--- src/rtl/aes_ct_serializer.sv ---
// AES ciphertext serializer: captures 128-bit ciphertext blocks on the rising edge
// of valid_in into a small block FIFO and streams them out MSB-first as bytes over
// a valid/ready handshake. Blocks arriving while the FIFO is full are dropped and
// flagged through a sticky overflow bit.
module aes_ct_serializer #(
  parameter int unsigned DEPTH = 2,
  parameter int unsigned AW    = 1
) (
  input  logic        CLK,
  input  logic        RST,
  input  logic [31:0] ciphertext0_in,
  input  logic [31:0] ciphertext1_in,
  input  logic [31:0] ciphertext2_in,
  input  logic [31:0] ciphertext3_in,
  input  logic        valid_in,
  output logic [7:0]  byte_out,
  output logic        byte_valid_out,
  input  logic        byte_ready_in,
  output logic        last_out,
  output logic        busy_out,
  output logic        overflow_out,
  input  logic        clr_ovf_in
);

  typedef enum logic [0:0] {
    StIdle,
    StSend
  } state_e;

  localparam logic [AW:0] FullCount = (AW+1)'(DEPTH);

  // Block storage; contents are only meaningful where count says so, so no reset.
  logic [127:0] mem_q [DEPTH];

  state_e        state_q, state_d;
  logic [AW-1:0] wr_ptr_q, wr_ptr_d;
  logic [AW-1:0] rd_ptr_q, rd_ptr_d;
  logic [AW:0]   count_q, count_d;
  logic [3:0]    index_q, index_d;
  logic          valid_d_q;
  logic          ovf_q, ovf_d;

  logic          capture;
  logic          full;
  logic          sending;
  logic          xfer;
  logic          pop;
  logic          push;
  logic          drop;
  logic [127:0]  head_blk;
  logic [127:0]  in_blk;
  logic [7:0]    head_byte;

  assign in_blk  = {ciphertext0_in, ciphertext1_in, ciphertext2_in, ciphertext3_in};
  assign capture = valid_in & ~valid_d_q;
  assign full    = (count_q == FullCount);
  assign sending = (state_q == StSend);
  assign xfer    = sending & byte_ready_in;
  assign pop     = xfer & (index_q == 4'd15);
  // A full FIFO still takes a block when the head entry retires on the same edge.
  assign push    = capture & (~full | pop);
  assign drop    = capture & full & ~pop;

  // Byte index 0 is the most significant byte of ciphertext word 0.
  assign head_blk  = mem_q[rd_ptr_q];
  assign head_byte = head_blk[{~index_q, 3'b000} +: 8];

  // Output decode: everything is derived from registered state so it stays stable
  // while the consumer stalls.
  always_comb begin
    byte_valid_out = sending;
    byte_out       = sending ? head_byte : 8'h00;
    last_out       = sending & (index_q == 4'd15);
    busy_out       = (count_q != '0) | sending;
    overflow_out   = ovf_q;
  end

  // FIFO pointer and occupancy next-state.
  always_comb begin
    wr_ptr_d = wr_ptr_q;
    rd_ptr_d = rd_ptr_q;
    count_d  = count_q;
    if (push) begin
      wr_ptr_d = wr_ptr_q + AW'(1);
    end
    if (pop) begin
      rd_ptr_d = rd_ptr_q + AW'(1);
    end
    if (push && !pop) begin
      count_d = count_q + (AW+1)'(1);
    end else if (pop && !push) begin
      count_d = count_q - (AW+1)'(1);
    end
  end

  // Sticky overflow: a drop on the same edge as a clear wins.
  always_comb begin
    ovf_d = ovf_q;
    if (drop) begin
      ovf_d = 1'b1;
    end else if (clr_ovf_in) begin
      ovf_d = 1'b0;
    end
  end

  // Output FSM next-state: walk the 16 bytes of the head entry, then move on to
  // the next entry without a bubble or fall back to idle.
  always_comb begin
    state_d = state_q;
    index_d = index_q;
    unique case (state_q)
      StIdle: begin
        index_d = 4'd0;
        if (count_q != '0) begin
          state_d = StSend;
        end
      end
      StSend: begin
        if (xfer) begin
          if (index_q == 4'd15) begin
            index_d = 4'd0;
            if (count_d == '0) begin
              state_d = StIdle;
            end
          end else begin
            index_d = index_q + 4'd1;
          end
        end
      end
      default: begin
        state_d = StIdle;
        index_d = 4'd0;
      end
    endcase
  end

  // Control state registers with synchronous active-low reset.
  always_ff @(posedge CLK) begin
    if (!RST) begin
      state_q   <= StIdle;
      wr_ptr_q  <= '0;
      rd_ptr_q  <= '0;
      count_q   <= '0;
      index_q   <= 4'd0;
      valid_d_q <= 1'b0;
      ovf_q     <= 1'b0;
    end else begin
      state_q   <= state_d;
      wr_ptr_q  <= wr_ptr_d;
      rd_ptr_q  <= rd_ptr_d;
      count_q   <= count_d;
      index_q   <= index_d;
      valid_d_q <= valid_in;
      ovf_q     <= ovf_d;
    end
  end

  // Block storage write; gated by reset so a capture during reset leaves no trace.
  always_ff @(posedge CLK) begin
    if (RST && push) begin
      mem_q[wr_ptr_q] <= in_blk;
    end
  end

endmodule

--- config.mk ---
export PLATFORM = sky130hd
export DESIGN_NAME = aes_ct_serializer
export DESIGN_NICKNAME = d
export VERILOG_FILES = /design/src/rtl/aes_ct_serializer.sv
export SDC_FILE = /design/constraint.sdc
export NUM_CORES = 1
export LEC_CHECK = 0
export CAP_MARGIN = 0
export CORE_AREA = 8 8 173 175
export DETAILED_ROUTE_END_ITERATION = 10
export DIE_AREA = 0 0 181 183
export GPL_TIMING_DRIVEN = 1
export PLACE_DENSITY = 0.57
export SYNTH_ARGS = -nofsm -noshare
export SYNTH_HDL_FRONTEND = slang
export SYNTH_SLANG_ARGS = --single-unit
export TNS_END_PERCENT = 30
--- constraint.sdc ---
create_clock -name CLK -period 25 [get_ports CLK]
set_input_delay 5 -clock CLK [delete_from_list [all_inputs] [get_ports CLK]]
set_output_delay 5 -clock CLK [all_outputs]
set_load 0.005 [all_outputs]
[Yosys cells after proc, flatten, opt, wreduce, memory -nomap -nowiden]
Memories as Yosys holds them, arrays and structs flattened. A register that Yosys moved wholly into a read port is not among the register bits.
Index checks and enable logic that the tools add are counted.
Word-level totals
  register bits: 11
  RAM bits: 256
  input bits: 133
  logic and storage cells: 56
  memories kept: 1
Memories
  mem_q: words 2, width 128, read ports 1, clocked after memory_dff 1, write ports 1, line 33  | logic [127:0] mem_q [DEPTH];
Operators by class
  add/subtract/negate cells: 5
  equal/unequal tests: 3
  shift operators: 1
  muxes and demuxes: 17
  bitwise operators: 14
  reduce and logical (&&, ||, !) cells: 8
Operators with widths (number)
  variable part select 128 x 8 -> 8 bit: 1
  two-way mux 1 bit: 10
  two-way mux 4 bit: 2
  two-way mux 8 bit: 1
  one-hot mux 4 bit (2 select lines): 1
  bitwise AND 1 bit: 7
  adder 4 x 1 -> 4 bit (second input constant): 1
  equality test 4 bit (second input constant): 1
  two-way mux 2 bit: 2
  inverter 1 bit: 4
  inverter 4 bit: 1
  nonzero test 2 bit: 2
  logical AND 1 bit: 3
  adder 1 bit (second input constant): 2
  adder 2 x 1 -> 2 bit (second input constant): 1
  equality test 2 bit (second input constant): 1
  zero test 1 bit: 2
  zero test 2 bit: 1
  inequality test 2 x 1 -> 1 bit (second input constant): 1
  bitwise OR 1 bit: 2
  one-hot mux 1 bit (2 select lines): 1
  subtractor 2 x 1 -> 2 bit (second input constant): 1

[Longest topological paths before layout]
Gate-level depths: netlist of the first run.
  depth after elaboration: 13
  depth in mapped cells: 8
  depth with buffers taken out: 5

[Least setup slack after synthesis of the first run]
No wires, ideal clock.
  path type: input-to-reg
  start point: in byte_ready_in
  end point: mem mem_q[1][0] (enable)
  arrival time: 18554 ps
  required time: 24027 ps
  slack: 5473 ps
  stages: 3
  buffers on the path: 1
  path through: clkbuf_1 > a21boi_0 > nor4b_1
Between the ends
  longest elaborated chain between the ends: 7
RTL lines
  from (decl): line 18  | input logic byte_ready_in,
  bitwise AND 1 bit: line 58  | assign xfer = sending & byte_ready_in;
  bitwise AND 1 bit: line 59  | assign pop = xfer & (index_q == 4'd15);
  bitwise OR 1 bit: line 61  | assign push = capture & (~full | pop);
  bitwise AND 1 bit: line 61
  logical AND 1 bit: line 160  | if (RST && push) begin
  two-way mux 1 bit: line 160
  two-way mux 1 bit (not written as such): line 161  | mem_q[wr_ptr_q] <= in_blk;
  to (decl): line 33
No other way between the ends.

==> results of run 1 <==
[worst paths after layout]
kind | end | depth (start not counted) | start | slack, ns
worst max-delay path | byte_out[1] | 6 | flop | 16.05
worst min-delay path | count_q[0] | 2 | count_q[0] | 0.51
worst max register to register | mem_q[1][66] | 7 | index_q[1] | 20.71
worst min register to register | count_q[0] | 2 | count_q[0] | 0.51
[power breakdown]
part / leakage [nW] / internal, mW / total (mW) / switching (mW)
sequential: 2.43 / 0.518 / 0.526 / 0.00743
clock: 0.407 / 0.222 / 0.384 / 0.162
combinational: 1.27 / 0.0425 / 0.0823 / 0.0398
[Yosys cell counts (all sizes together), types with 2 or more instances]
cell type  number
xor2            2
o21ai          11
a31oi           8
mux2i          17
a21oi           7
nand3           2
and2            2
inv             6
clkbuf         10
a22oi           7
edfxtp        256
ha              3
o221ai          8
mux2           17
nor2b           2
a221oi          7
dfxtp          12
mux4           57
buf            18
nand2b          3
or3             2
nor2            8
nand2           6
[routing by layer]
metal	up-vias	GRT usage [%]	part of all wire, %
li1	2374	-	-
met1	2724	18.0	42
met2	173	24.5	51
met3	33	2.85	5.2
met4	0	4.00	2.3
met5	-	0	0
[final cells by class]
cell class	count	area, sq um	area share (%)
flip-flops and latches	268	7930	60.6
clock inverters	13	81.3	0.622
repair buffers	151	1490	11.4
well taps	346	433	3.31
clock buffers	39	763	5.83
multi-input cells	181	2350	18.0
inverters	7	26.3	0.201
[worst max-delay path, cell delays in order (launching register included)]
cell and delay, ns:
dfxtp_4 0.64, buf_4 0.78, mux4_1 0.65, mux2_2 0.28
o221ai_1 0.38, a31oi_1 0.12, clkdlybuf4s50_1 0.50
[flip-flops by register name, indices dropped and copies added, names as in the netlist, named ones only]
name	cells
rd_ptr_q	1
wr_ptr_q	1
byte_valid_out	1
overflow_out	1
valid_d_q	1
count_q	2
mem_q	256
index_q	4
[cell families (layout without fill, tap and decap cells)]
logic type	count (synthesis)	after routing	share of synthesized area (%)
flops	268	268	75.6
mux	91	91	16.6
compound gates	55	55	3.69
buf+inv	35	210	2.06
simple gates	30	30	1.48
fa+ha+maj	3	3	0.358
xor+xnor	2	2	0.167
[through the flow]
stage          util [%]  cells  area [sq um]
2_1_floorplan         -    484         10500
3_3_place_gp       44.8    953         12200
3_5_place_dp       44.8    953         12200
4_1_cts            47.9   1005         13100
5_1_grt            47.9   1005         13100
6_report           47.9   1005         13100
==> reports/metrics.yaml, run 1 <==
outcome:
  outcome: "finished clean"
sta:
  setup_viol: 0
  fin_ws_ns: 16.05
  period_minus_slack_ns: 8.95
  worst_pin_slew_ns: 1.18
  finalCritPeriodShare_pct: 35.8
  slew_headroom_pct: 21.4
  hold_violations: 0
  fmax_mhz: 112
  finClkSkew_ns: 0.00902
  hold_slack_ns: 0.508
  rsz0062_at_grt: "false"
  fin_setup_tns_ns: 0
  drv_slew: 0
floorplanning:
  die_h_microns: 183
  core_area_sq_um: 27300
  ios: 145
  start_util_pct: 38.4
  rows: 61
  die_area_sq_um: 33100
  fp.dieW_microns: 181
cts:
  cts-root-buf: "clkbuf_16"
  h-tree-depth: 1
  post_cts_buffers: 0
  ctsResizeCount: 0
  postCtsHoldBufs: 0
  clk_pin_slew_ns: 0.06
  cts_buffer_depth: 3
  cts_tree: "done"
  cts-buffers-inserted: 29
  clk_latency_ns: 0.53
  clock_sinks: 268
finish:
  finalNetCount: 774
  final_common_cell: "edfxtp_1"
  syn2layout_area_growth_pct: 24.8
  n_fill_cell: 2273
  drive_gt1_share_pct: 14.1
  most-common-layout-cells: "edfxtp_1, clkdlybuf4s50_1, mux4_2"
  antennaDiodeCount: 0
global_route:
  overflow: 0
  grt_max_degree: 85
  grt_pass1_wl_mm: 35.8
  antenna_found_initial: 0
  grt_pass1_vias: 5955
  grt.total_usage_pct: 14.2
detailed_routing:
  drc_errors: 0
  ant_nets: 0
  vias: 5304
  drtIter0Drc: 381
  via_per_inst: 5.28
  wl_per_cell_microns: 23.6
  wl_mm: 23.7
  drtPass1Iterations: 5
run:
  maxCapViolations: 0
placed_design:
  port-buffer-count: 144
  place_congestion: 0.700
  dp_hpwl_mm: 15.6
  dp_slack_ns: 16.57
power_and_ir_drop:
  power_leakage_nw: 4.11
  power_uw: 993
  ir_worst_vdd_mv: 0.0493
  power.density_nw_per_um2: 75.9
setup_path:
  endpoint_kind: "output port"
  startpoint_type: "flop"
  crit_type: "reg -> out"
  cp.arrival_ns: 3.95
  required_ns: 20.00
  critPathMaxFanout: 47
yosys:
  synth-seq-area-share_pct: 75.6
  synth_ff_type: "edfxtp_1"
  synth_nets: 620
  yosys-top-cells-area: "edfxtp_1, mux4_2, mux4_1, dfxtp_1, mux2_2"
  synth_edf_count: 256
  synth_top_cell_area_share_pct: 73.3
  ys_ff_latch: 268
  ys_types: 43
  postSynth.asyncResetShare_pct: 0
  synth_cells: 484
  yosysTopAreaCell: "edfxtp_1"
  yosys_warnings: 0
  syn_avg_cell_area_sq_um: 21.7
  syn-cell-area_sq_um: 10500
hold_path:
  hold_path_class: "reg -> reg"
(Power assumes the default switching activity.)
==> run 2, diff against run 1 <==
==> constraint.sdc (replaced) <==
create_clock -name CLK -period 8.4 [get_ports CLK]
set_input_delay 1.68 -clock CLK [delete_from_list [all_inputs] [get_ports CLK]]
set_output_delay 1.68 -clock CLK [all_outputs]
set_load 0.005 [all_outputs]
==> reports/metrics.yaml, run 2 (same netlist as run 1, synthesis figures left out) <==
cts:
  cts_tree: "done"
  ctsResizeCount: 0
  clock_sinks: 268
  h-tree-depth: 1
  cts-root-buf: "clkbuf_16"
  postCtsHoldBufs: 0
  post_cts_buffers: 0
  cts-buffers-inserted: 29
  clk_latency_ns: 0.54
  clk_pin_slew_ns: 0.06
  cts_buffer_depth: 3
sta:
  drv_slew: 0
  fmax_mhz: 190
  hold_violations: 0
  finClkSkew_ns: 0.0175
  slew_headroom_pct: 32.1
  hold_slack_ns: 0.507
  rsz0062_at_grt: "false"
  setup_viol: 0
  period_minus_slack_ns: 5.27
  finalCritPeriodShare_pct: 62.7
  worst_pin_slew_ns: 1.01
setup_path:
  r2r_cells: 6
  max_stage_delay_ns: 0.82
  cp_top_family: "buffers and inverters"
  crit_chain: "buf_4 > mux4_1 > a22oi_1 > a31oi_1 > clkdlybuf4s50_1"
  startpoint_type: "flop"
  crit_type: "reg -> out"
  rr_startpoint: "index_q[1]"
  crit_slowest_cell: "dfxtp_4"
  cp_num_buf_inv: 2
  worst_r2r_endpoint: "mem_q[1][77]"
  critPathMaxFanout: 39
  endpoint_kind: "output port"
  required_ns: 6.72
  cp.arrival_ns: 3.59
  rrSetupSlack_ns: 4.64
hold_path:
  min_from: "count_q[0]"
  hold_path_class: "reg -> reg"
  holdPathStages: 2
  min_to: "count_q[0]"
global_route:
  grt_pass1_vias: 5858
  grt_pass1_wl_mm: 35.0
  antenna_found_initial: 1
  overflow: 0
  grt_max_degree: 75
  grt.total_usage_pct: 13.8
finish:
  multi_input_area_sq_um: 2370
  largest_reg_flops: 256
  finalInstanceArea_sq_um: 13200
  seq_area_sq_um: 7930
  n_fill_cell: 2241
  drive_gt1_share_pct: 15.8
  final_common_cell: "edfxtp_1"
  finalNetCount: 774
  syn2layout_area_growth_pct: 25.7
  largest_register: "mem_q"
  reg_top3: "mem_q: 256 flops, index_q: 4 flops, count_q: 2 flops"
  most-common-layout-cells: "edfxtp_1, clkdlybuf4s50_1, mux4_2"
floorplanning:
  start_util_pct: 38.4
  fp.dieW_microns: 181
  core_area_sq_um: 27300
  ios: 145
  die_area_sq_um: 33100
  rows: 61
  die_h_microns: 183
run:
  maxCapViolations: 0
detailed_routing:
  wl_per_cell_microns: 23.1
  drtPass1Iterations: 4
  vias: 5225
  drtIter0Drc: 324
  ant_nets: 0
  drc_errors: 0
  via_per_inst: 5.18
  wl_mm: 23.2
placed_design:
  placed_area_sq_um: 12300
  port-buffer-count: 144
  place_congestion: 0.728
  dp_hpwl_mm: 15.6
outcome:
  outcome: "finished clean"
power_and_ir_drop:
  power_leakage_nw: 4.16
  power.density_nw_per_um2: 230
  ir_worst_vdd_mv: 0.160
[run 2: stage by stage]
step	power, mW	setup WS (ns)	setup TNS (ns)	util [%]	std cells
after detailed placement	1.84	3.58	0	44.9	953
after global placement	1.83	3.61	0	44.9	953
final	3.03	3.13	0	48.2	1008
after CTS	3.07	3.00	0	48.2	1006
after global routing	3.14	2.83	0	48.2	1006
after floorplan	1.71	-1.42	-361.66	-	484
[run 2: routing by layer]
| layer | vias to the layer above | routed length [microns] | track usage, % |
|---|---|---|---|
| met5 | - | 9 | 0 |
| met4 | 2 | 507 | 3.38 |
| met3 | 36 | 1610 | 3.70 |
| met2 | 155 | 11600 | 23.8 |
| met1 | 2653 | 9490 | 17.2 |
| li1 | 2379 | - | - |
[run 2: how the worst max path moves through the flow]
stage	start	endpoint	slack, ns	cells past startpoint
finish	flop	byte_out[3]	3.13	5
global placement	flop	byte_out[7]	3.61	5
detailed placement	flop	byte_out[7]	3.58	6
CTS	flop	byte_out[7]	3.00	6
floorplan	byte_ready_in	mem_q[1][0]	-1.42	3
global route	flop	byte_out[7]	2.83	6
[run 2: final cells by class]
cell class | instances | area share (%)
sequential | 268 | 60.2
multi-input combinational | 181 | 18.0
timing repair buffer | 151 | 11.3
clock buffer | 38 | 5.76
tap | 346 | 3.28
clock inverter | 15 | 1.21
inverter | 7 | 0.199
antenna | 2 | 0.0380
[run 2: worst min-delay path, stage by stage, from the launching register on]
cell	delay (ns)
dfxtp_1	0.33
nand3_1	0.07
a21oi_1	0.06
[run 2: power by group]
| part | leakage (nW) | switching [mW] | internal [mW] |
|---|---|---|---|
| clock network | 0.452 | 0.490 | 0.728 |
| registers | 2.43 | 0.0206 | 1.54 |
| logic | 1.27 | 0.120 | 0.127 |
| total | 4.16 | 0.630 | 2.40 |
